### src/rtl/calc_pkg.sv
// Shared types and seven-segment glyphs for the
// two-operand single-digit calculator.
package calc_pkg;

  typedef enum logic [1:0] {
    S_A,
    S_OP,
    S_B,
    S_RES
  } state_t;

  typedef enum logic [1:0] {
    OP_ADD,
    OP_SUB,
    OP_MUL
  } op_t;

  localparam int DIGITS = 6;

  localparam logic [7:0] G_A     = 8'b10001000;
  localparam logic [7:0] G_S     = 8'b10010010;
  localparam logic [7:0] G_P     = 8'b10001100;
  localparam logic [7:0] G_EQ    = 8'b10110111;
  localparam logic [7:0] G_MINUS = 8'b10111111;
  localparam logic [7:0] G_BLANK = 8'hFF;

  function automatic logic [7:0] font(input logic [3:0] d);
    logic [7:0] g;
    case (d)
      4'd0:    g = 8'hC0;
      4'd1:    g = 8'hF9;
      4'd2:    g = 8'hA4;
      4'd3:    g = 8'hB0;
      4'd4:    g = 8'h99;
      4'd5:    g = 8'h92;
      4'd6:    g = 8'h82;
      4'd7:    g = 8'hF8;
      4'd8:    g = 8'h80;
      4'd9:    g = 8'h90;
      default: g = G_BLANK;
    endcase
    return g;
  endfunction

endpackage

### src/rtl/calc_sequencer_debounce.sv
// Active-low key debouncer: two-flop synchronizer, stability
// counter, single-cycle pulse on an accepted press.
module key_debounce
  import calc_pkg::*;
#(
  parameter int DEBOUNCE_CYCLES = 1000000
) (
  input  logic clk,
  input  logic rst,
  input  logic key_n,
  output logic press
);

  localparam int CW = $clog2(DEBOUNCE_CYCLES + 1);
  localparam logic [CW-1:0] LAST = CW'(DEBOUNCE_CYCLES - 1);

  logic          sync1;
  logic          sync2;
  logic          level;
  logic [CW-1:0] cnt;

  // synchronize, then accept a new level once it has been stable long enough
  always_ff @(posedge clk) begin
    if (rst) begin
      sync1 <= 1'b1;
      sync2 <= 1'b1;
      level <= 1'b1;
      cnt   <= '0;
      press <= 1'b0;
    end else begin
      sync1 <= key_n;
      sync2 <= sync1;
      press <= 1'b0;
      if (sync2 == level) begin
        cnt <= '0;
      end else if (cnt == LAST) begin
        level <= sync2;
        cnt   <= '0;
        press <= ~sync2;
      end else begin
        cnt <= cnt + 1'b1;
      end
    end
  end

endmodule

### src/rtl/calc_sequencer.sv
// Calculator controller: key handling, entry/compute FSM and
// six-digit multiplexed seven-segment scan.
module calc_sequencer
  import calc_pkg::*;
#(
  parameter int DEBOUNCE_CYCLES = 1000000,
  parameter int SCAN_DIV        = 25000
) (
  input  logic       clk,
  input  logic       rst,
  input  logic       key1,
  input  logic       key2,
  input  logic       key3,
  output logic [3:0] LED,
  output logic [7:0] sseg,
  output logic [5:0] en
);

  localparam int SCW = $clog2(SCAN_DIV + 1);
  localparam logic [SCW-1:0] SCAN_LAST = SCW'(SCAN_DIV - 1);

  logic press1, press2, press3;
  logic do1, do2, do3;

  state_t     state, state_nx;
  op_t        op, op_nx;
  logic [3:0] a, a_nx;
  logic [3:0] b, b_nx;
  logic       neg, neg_nx;
  logic [6:0] mag, mag_nx;

  logic       res_neg;
  logic [6:0] res_mag;
  logic [6:0] ax, bx;
  logic [3:0] tens, ones;

  logic [SCW-1:0] scan_cnt;
  logic [2:0]     pos;
  logic [7:0]     glyph;

  key_debounce #(.DEBOUNCE_CYCLES(DEBOUNCE_CYCLES)) u_k1 (
    .clk   (clk),
    .rst   (rst),
    .key_n (key1),
    .press (press1)
  );

  key_debounce #(.DEBOUNCE_CYCLES(DEBOUNCE_CYCLES)) u_k2 (
    .clk   (clk),
    .rst   (rst),
    .key_n (key2),
    .press (press2)
  );

  key_debounce #(.DEBOUNCE_CYCLES(DEBOUNCE_CYCLES)) u_k3 (
    .clk   (clk),
    .rst   (rst),
    .key_n (key3),
    .press (press3)
  );

  assign do3 = press3;
  assign do2 = press2 & ~press3;
  assign do1 = press1 & ~press2 & ~press3;

  assign ax   = {3'b000, a};
  assign bx   = {3'b000, b};
  assign tens = 4'(mag / 7'd10);
  assign ones = 4'(mag % 7'd10);

  // result of the current operands, latched on compute
  always_comb begin
    res_neg = 1'b0;
    res_mag = '0;
    case (op)
      OP_ADD: res_mag = ax + bx;
      OP_SUB: begin
        if (a < b) begin
          res_neg = 1'b1;
          res_mag = bx - ax;
        end else begin
          res_mag = ax - bx;
        end
      end
      default: res_mag = ax * bx;
    endcase
  end

  // next-state and operand updates from the winning key
  always_comb begin
    state_nx = state;
    op_nx    = op;
    a_nx     = a;
    b_nx     = b;
    neg_nx   = neg;
    mag_nx   = mag;
    unique case (1'b1)
      do3: begin
        if (state == S_RES) begin
          state_nx = S_A;
          op_nx    = OP_ADD;
          a_nx     = '0;
          b_nx     = '0;
          neg_nx   = 1'b0;
          mag_nx   = '0;
        end else begin
          state_nx = S_RES;
          neg_nx   = res_neg;
          mag_nx   = res_mag;
        end
      end
      do2: begin
        case (state)
          S_A:     state_nx = S_OP;
          S_OP:    state_nx = S_B;
          default: state_nx = S_A;
        endcase
      end
      do1: begin
        case (state)
          S_A: a_nx = (a == 4'd9) ? 4'd0 : a + 4'd1;
          S_B: b_nx = (b == 4'd9) ? 4'd0 : b + 4'd1;
          S_OP: begin
            case (op)
              OP_ADD:  op_nx = OP_SUB;
              OP_SUB:  op_nx = OP_MUL;
              default: op_nx = OP_ADD;
            endcase
          end
          default: ;
        endcase
      end
      default: ;
    endcase
  end

  // FSM and operand registers
  always_ff @(posedge clk) begin
    if (rst) begin
      state <= S_A;
      op    <= OP_ADD;
      a     <= '0;
      b     <= '0;
      neg   <= 1'b0;
      mag   <= '0;
    end else begin
      state <= state_nx;
      op    <= op_nx;
      a     <= a_nx;
      b     <= b_nx;
      neg   <= neg_nx;
      mag   <= mag_nx;
    end
  end

  // one-hot state indicator
  always_comb begin
    case (state)
      S_A:     LED = 4'b0001;
      S_OP:    LED = 4'b0010;
      S_B:     LED = 4'b0100;
      default: LED = 4'b1000;
    endcase
  end

  // glyph for the slot about to be shown, dp lit on the edited field
  always_comb begin
    glyph = G_BLANK;
    case (pos)
      3'd0: glyph = font(a);
      3'd1: begin
        case (op)
          OP_ADD:  glyph = G_A;
          OP_SUB:  glyph = G_S;
          default: glyph = G_P;
        endcase
      end
      3'd2: glyph = font(b);
      3'd3: if (state == S_RES) glyph = G_EQ;
      3'd4: begin
        if (state == S_RES) begin
          if (tens != 4'd0) glyph = font(tens);
          else if (neg)     glyph = G_MINUS;
        end
      end
      3'd5: if (state == S_RES) glyph = font(ones);
      default: ;
    endcase
    if ((pos == 3'd0 && state == S_A) ||
        (pos == 3'd1 && state == S_OP) ||
        (pos == 3'd2 && state == S_B))
      glyph[7] = 1'b0;
  end

  // digit scan: on each strobe drive one slot and step to the next
  always_ff @(posedge clk) begin
    if (rst) begin
      scan_cnt <= '0;
      pos      <= '0;
      en       <= 6'b111111;
      sseg     <= G_BLANK;
    end else if (scan_cnt == SCAN_LAST) begin
      scan_cnt <= '0;
      pos      <= (pos == 3'(DIGITS - 1)) ? 3'd0 : pos + 3'd1;
      en       <= ~(6'b000001 << pos);
      sseg     <= glyph;
    end else begin
      scan_cnt <= scan_cnt + 1'b1;
    end
  end

endmodule

### config.mk
export PLATFORM = sky130hd
export DESIGN_NAME = calc_sequencer
export DESIGN_NICKNAME = d
export VERILOG_FILES = /design/src/rtl/calc_pkg.sv /design/src/rtl/calc_sequencer_debounce.sv /design/src/rtl/calc_sequencer.sv
export SDC_FILE = /design/constraint.sdc
export NUM_CORES = 1
export LEC_CHECK = 0
export CAP_MARGIN = 20
export CORE_MARGIN = 10
export CORE_UTILIZATION = 30
export DETAILED_ROUTE_END_ITERATION = 8
export GPL_ROUTABILITY_DRIVEN = 0
export PLACE_DENSITY = 0.57
export SLEW_MARGIN = 25
export SYNTH_ARGS = -nofsm -noshare
export SYNTH_HDL_FRONTEND = slang
export SYNTH_HIERARCHICAL = 1
export SYNTH_SLANG_ARGS = --single-unit
### constraint.sdc
create_clock -name clk -period 3.5 [get_ports clk]
set_input_delay 0.7 -clock clk [delete_from_list [all_inputs] [get_ports clk]]
set_output_delay 0.7 -clock clk [all_outputs]
set_load 0.005 [all_outputs]
# [Yosys cells after proc, flatten, opt, wreduce, memory -nomap -nowiden]
# Memory sizes are Yosys's and may differ from the RTL's. A register that Yosys moved wholly into a read port is not among the register bits.
# Index checks and enable logic that the tools add are counted.
[op_classes] addsub=10 mul=1 div=2 order_cmp=1 eq_ne=22 shift=1 mux=34 bitwise_logic=15 n_reduce_logical=24
[ops] op="adder 20 x 1 -> 20 bit, second input constant" n=3
[ops] op="== test 20 bit, second input constant" n=3
[ops] op="case mux 8 bit (6 select lines)" n=1
[ops] op="2-to-1 mux 4 bit" n=9
[ops] op="2-to-1 mux 7 bit" n=4
[ops] op="2-to-1 mux 8 bit" n=3
[ops] op="OR reduction 3 bit" n=6
[ops] op="case mux 2 bit (2 select lines)" n=4
[ops] op="case mux 4 bit (2 select lines)" n=2
[ops] op="adder 15 x 1 -> 15 bit, second input constant" n=1
[ops] op="== test 15 bit, second input constant" n=1
[ops] op="case mux 7 bit (2 select lines)" n=1
[ops] op="case mux 4 bit (3 select lines)" n=1
[ops] op="NOT 1 bit" n=11
[ops] op="case mux 5 bit (2 select lines)" n=1
[ops] op="subtractor 4 x 4 -> 5 bit" n=2
[ops] op="AND reduction 3 bit" n=3
[ops] op="adder 4 x 1 -> 4 bit, second input constant" n=2
[ops] op="== test 4 bit, second input constant" n=2
[ops] op="divider 7 x 4 -> 7 bit, second input constant" n=1
[ops] op="remainder unit 7 x 4 -> 7 bit, second input constant" n=1
[ops] op="multiplier 4 x 4 -> 7 bit" n=1
[ops] op="== test 3 x 2 -> 1 bit, second input constant" n=2
[ops] op="== test 3 bit, second input constant" n=2
[ops] op="other kinds (23)" n=43
[word_totals] regBits=124 mem_bits_ro=448 in_bits=5 out_inout_bits=18 wordCells=139 n_memories=4
[mem_list] memory="(no name shown)" words=16 word_bits=7 rd=1 rd_ports_with_merged_regs=1 write_ports=0 line="calc_pkg.sv:29" source="case (d)"
[mem_list] memory="(no name shown)" words=16 word_bits=7 rd=1 rd_ports_with_merged_regs=1 write_ports=0 line="calc_pkg.sv:29"
[mem_list] memory="(no name shown)" words=16 word_bits=7 rd=1 rd_ports_with_merged_regs=0 write_ports=0 line="calc_pkg.sv:29"
[mem_list] memory="(no name shown)" words=16 word_bits=7 rd=1 rd_ports_with_merged_regs=0 write_ports=0 line="calc_pkg.sv:29"

# [Longest topological paths before layout]
# Gate-level depths: netlist of the first run.
[depth] depth_word=7 ltp_mapped=19 ltp_nobuf=17

# [Cells and area by module]
# Netlist of the first run, hierarchy kept.
[modules_own_cells] mod="calc_sequencer" instances=1 cells_each=636 area_each_um2=5041.1 seq_area_each_um2=1321.3
[modules_own_cells] mod="key_debounce (u_k1 ...)" instances=2 cells_each=117 area_each_um2=1061.0 seq_area_each_um2=480.5
[modules_own_cells] mod="key_debounce (u_k3)" instances=1 cells_each=122 area_each_um2=1096.1 seq_area_each_um2=480.5

# [Least setup slack after synthesis of the first run]
# OpenSTA, ideal clock, no wires.
[synth_timing] path_type="register to register" start="reg mag[5]" end="reg sseg[6]" setup_ps=133 arrival_time_ps=3725 t_required_ps=3367 setup_slack_ps=-357 path_stages_with_launch=17 path_buffers=2 synth_period_minus_slack_ps=3857 cell_sequence="dfxtp_1 -> buf_4 -> nor2b_1 -> xnor2_1 -> nor3_1 -> nor3_1 -> ha_1 -> clkbuf_1 -> a221oi_1 -> o31a_1 -> o31ai_4 -> xnor2_1 -> ha_1 -> a31o_2 -> mux2_2 -> o31ai_1 -> a31oi_1"
[synth_via] elab_chain_cells=5
[synth_lines] element="start, declared" line="calc_sequencer.sv:30" source="logic [6:0] mag, mag_nx;"
[synth_lines] element="start signal, assigned" line="calc_sequencer.sv:152" source="mag <= mag_nx;"
[synth_lines] element="divider 7 x 4 -> 7 bit" line="calc_sequencer.sv:68" source="assign tens = 4'(mag / 7'd10);"
[synth_lines] element="memory (16 x 7 bit) / nonzero test 4 bit (equally long branches)"
[synth_lines] element="2-to-1 mux 8 bit" line="calc_sequencer.sv:182" source="if (tens != 4'd0) glyph = font(tens);"
[synth_lines] element="2-to-1 mux 8 bit" line="calc_sequencer.sv:181" source="if (state == S_RES) begin"
[synth_lines] element="case mux 8 bit (6 select lines) *" line="calc_sequencer.sv:169" source="case (pos)"
[synth_lines] element="end signal, assigned" line="calc_sequencer.sv:206" source="sseg <= glyph;"
[synth_lines] element="end, declared" line="calc_sequencer.sv:15" source="output logic [7:0] sseg,"
# Every way passes the cells marked *; elsewhere a longest branch is shown, timed or not.
# A chain may end at the register's enable or synchronous reset.

# [Worst setup path in the final report of the first run]
[layout_timing] start="reg mag[6]" end="reg sseg[6]"
# The elaborated chain is that of the path after synthesis.

==> impl_metrics.py, run 1 <==
metrics = {
    "floorplan": {
        "row_count": 60,
        "io_pins": 23,
        "core_um2": 27000,
        "fp.dieW_um": 186,
        "initial_core_util_pct": 30.6,
        "die-area_um2": 34600,
        "dieHeight_um": 186,
    },
    "worst_setup_path": {
        "path_max_fanout": 6,
        "cp_cell_sequence": "buf_6 -> and2b_2 -> o21ai_2 -> a21oi_2 -> nor3_2 -> ha_2 -> a221oi_2 -> o31a_1 -> o31ai_4 -> buf_6 -> xnor2_2 -> ha_2 -> a31o_2 -> mux2_4 -> o31ai_4 -> a31oi_1",
        "path_class": "reg2reg",
        "crit_path_start_kind": "flip-flop",
        "worstPathArrival_ps": 3720,
        "worst-endpoint-required_ps": 3800,
        "cp_slowest_cell": "o31a_1",
        "cp-end-kind": "flip-flop",
        "max_stage_delay_ps": 340,
    },
    "clock_tree": {
        "clkSlewWorstSetupHoldPaths_ps": 70,
        "root_buffer": "clkbuf_16",
        "cts_hold_buf": 0,
        "clk_latency_ps": 430,
        "cts_inserted_buffers": 17,
        "h-tree-depth": 4,
        "cts.sinks": 138,
        "clk_path_buf_depth": 2,
        "cts_tree": "built",
    },
    "logic_synthesis": {
        "synth_top_cell_area_share_pct": 33.4,
        "synth_common_cells": "dfxtp_1, nor2_1, nand2_1",
        "synth_seq_area_share_pct": 33.4,
        "synth.ff_latch_count": 138,
        "yosysMostFrequentCell": "dfxtp_1",
        "syn_area_um2": 8260,
        "synth_top_cell_by_area": "dfxtp_1",
        "yosys-top-cells-area": "dfxtp_1, ha_1, nor2_1",
        "ys.flop_type": "dfxtp_1",
        "synth-warning-count": 6,
        "syn-instance-count": 992,
        "syn_avg_cell_area_um2": 8.33,
        "synth_edf_count": 0,
        "syn-num-nets": 1056,
        "synth_cell_types": 83,
        "ys_async_sr_fraction_pct": 0,
    },
    "detailed_routing": {
        "routed_wl_um": 18900,
        "ant_nets": 0,
        "vias_per_cell": 5.02,
        "dr.pass1.iters": 5,
        "wl_per_cell_um": 13.6,
        "remaining_drc_errors": 0,
        "via_count": 6977,
        "first_iter_violations": 448,
    },
    "layout": {
        "layout-drive-gt1-share_pct": 11.7,
        "syn_to_final_growth_pct": 17.3,
        "antennaDiodeCount": 0,
        "final_cell_area_um2": 9690,
        "fillers": 2805,
        "utilization_pct": 35.8,
        "fin_nets": 1100,
    },
    "pwr": {
        "cellPowerDensity_nw_per_um2": 351,
        "netSwitchingFraction_pct": 23.7,
        "seqPwrFrac_pct": 46.5,
        "max-vdd-ir-drop_v": 0.000292,
        "switchingPower_w": 0.000805,
        "p_int_w": 0.00260,
        "pwr-share-comb_pct": 1.2,
        "power_frac_clock_pct": 52.2,
        "p_leak_nw": 3.57,
    },
    "run_status": {
        "status": "complete, no violations",
    },
    "timing": {
        "maxSlewViolCount": 0,
        "tns_ps": 0,
        "timing.final.crit_share_pct": 97.9,
        "period_minus_slack_ps": 3430,
        "hold_ws_ps": 410,
        "max_freq_ghz": 0.292,
        "hold_viol": 0,
        "fin_ws_ps": 74.9,
        "setup_viol": 0,
        "worst_pin_slew_ps": 875,
        "fin_skew_ps": 12.7,
        "relSlewSlack_pct": 41.5,
    },
    "placement": {
        "placed_cell_area_um2": 9030,
        "hpwl_um": 14000,
        "post-place-ws_ps": -1.20,
        "port_buffers": 22,
    },
    "global_route": {
        "grt_pass1_vias": 6635,
        "antenna_found_initial": 0,
        "grt_max_degree": 23,
        "grtUsageTotal_pct": 11.0,
        "grt_pass1_wl_um": 31500,
        "gr-total-overflow": 0,
    },
    "flow_run": {
        "maxCapViolCount": 0,
    },
    "worst_hold_path": {
        "hp-class": "reg2reg",
    },
}
## worst max-delay path, delay by kind of cell, from the launching register on
family,cells,cell delay (ps)
flip-flops,1,330
buffers and inverters,2,280
AND/OR/NAND/NOR,2,360
AO/OA/AOI/OAI,8,1500
XOR/XNOR,1,70
multiplexers,1,270
adder cells (fa/ha/maj),2,470
## worst paths after layout
check | slack [ps] | depth (start not counted) | from | endpoint
worst max-delay path | 70 | 16 | mag[6]$_SDFFE_PP0P_ | sseg[6]$_SDFFE_PP1P_
worst min-delay path | 410 | 1 | u_k1/sync1$_SDFF_PP1_ | u_k1/sync2$_SDFF_PP1_
worst max register to register | 70 | 16 | mag[6]$_SDFFE_PP0P_ | sseg[6]$_SDFFE_PP1P_
worst min register to register | 410 | 1 | u_k1/sync1$_SDFF_PP1_ | u_k1/sync2$_SDFF_PP1_
## layer usage
metal / vias up / routed length (um) / global-route usage, %
li1: 3600 / - / -
met1: 3289 / 9660 / 14.6
met2: 76 / 8450 / 17.5
met3: 12 / 570 / 2.13
met4: 0 / 179 / 3.32
met5: - / 0 / 0
## area by class of cell
class / count / area [um^2] / share of cell area, %
Multi-Input combinational cell: 763 / 5190 / 53.5
Sequential cell: 138 / 2770 / 28.6
Timing Repair Buffer: 61 / 520 / 5.37
Tap cell: 341 / 427 / 4.40
Clock buffer: 17 / 425 / 4.39
Inverter: 55 / 206 / 2.13
Clock inverter: 15 / 155 / 1.60
## what timing repair did
| item | 4_1_cts | 5_1_grt |
|---|---|---|
| endpoints found under the hold margin | 0 | 0 |
| setup buffers | 0 | 2 |
| gates resized for setup | 1 | 16 |
| pin swaps | 0 | 9 |
| endpoints found under the setup margin | 1 | 7 |
| cloned | 0 | 0 |
## cell usage in the layout, fill, tap and decap left out, types with 8 or more instances in the layout
cell type	netlist	layout
o21ai_0	49	47
ha_1	52	49
buf_4	1	37
xnor2_1	36	35
dfxtp_1	138	135
nand2_1	68	68
clkbuf_16	0	17
nand4_1	27	27
o22ai_1	8	8
o211ai_1	8	8
a21oi_1	65	63
or4_1	8	8
xor2_1	34	34
nand2b_1	11	11
clkdlybuf4s50_1	0	22
inv_1	55	55
and3_1	12	12
mux2i_1	16	16
nor4_1	8	8
nor3_1	24	23
or3_1	11	11
nor2_1	128	128
nand3_1	31	31
nor2b_1	17	16
## power groups by stage
stage	combinational, W	clock, W	sequential [W]
finish	0.0000424	0.00178	0.00158
global route	0.0000479	0.00189	0.00158
CTS	0.0000438	0.00182	0.00158
detailed placement	0.0000435	0	0.00162
global placement	0.0000432	0	0.00162
floorplan	0.0000294	0	0.00162
## cell families (layout without fill, tap and decap cells)
| group | Yosys count | count (layout) | synth area share, % |
|---|---|---|---|
| and+or+nand+nor | 401 | 401 | 25.6 |
| muxes | 20 | 20 | 2.56 |
| DFF | 138 | 138 | 33.4 |
| adders and majority gates | 59 | 59 | 9.57 |
| xor gates and xnor gates | 71 | 71 | 7.62 |
| buffers and inverters | 91 | 148 | 4.71 |
| AOI/OAI and AO/OA | 212 | 212 | 16.5 |
## per-stage QoR
| step | cells | power [W] |
|---|---|---|
| 2_1_floorplan | 992 | 0.00165 |
| 3_3_place_gp | 1356 | 0.00166 |
| 3_5_place_dp | 1356 | 0.00166 |
| 4_1_cts | 1388 | 0.00345 |
| 5_1_grt | 1390 | 0.00352 |
| 6_report | 1390 | 0.00340 |
Note: power is estimated with default switching activity, not from simulation.
==> run 2: changes to the inputs <==
Settings changed: CAP_MARGIN 20 to 0, CTS_CLUSTER_SIZE from default to 28.
==> results of run 2 <==
Final layout, timing and power as in run 1 (identical DEF).
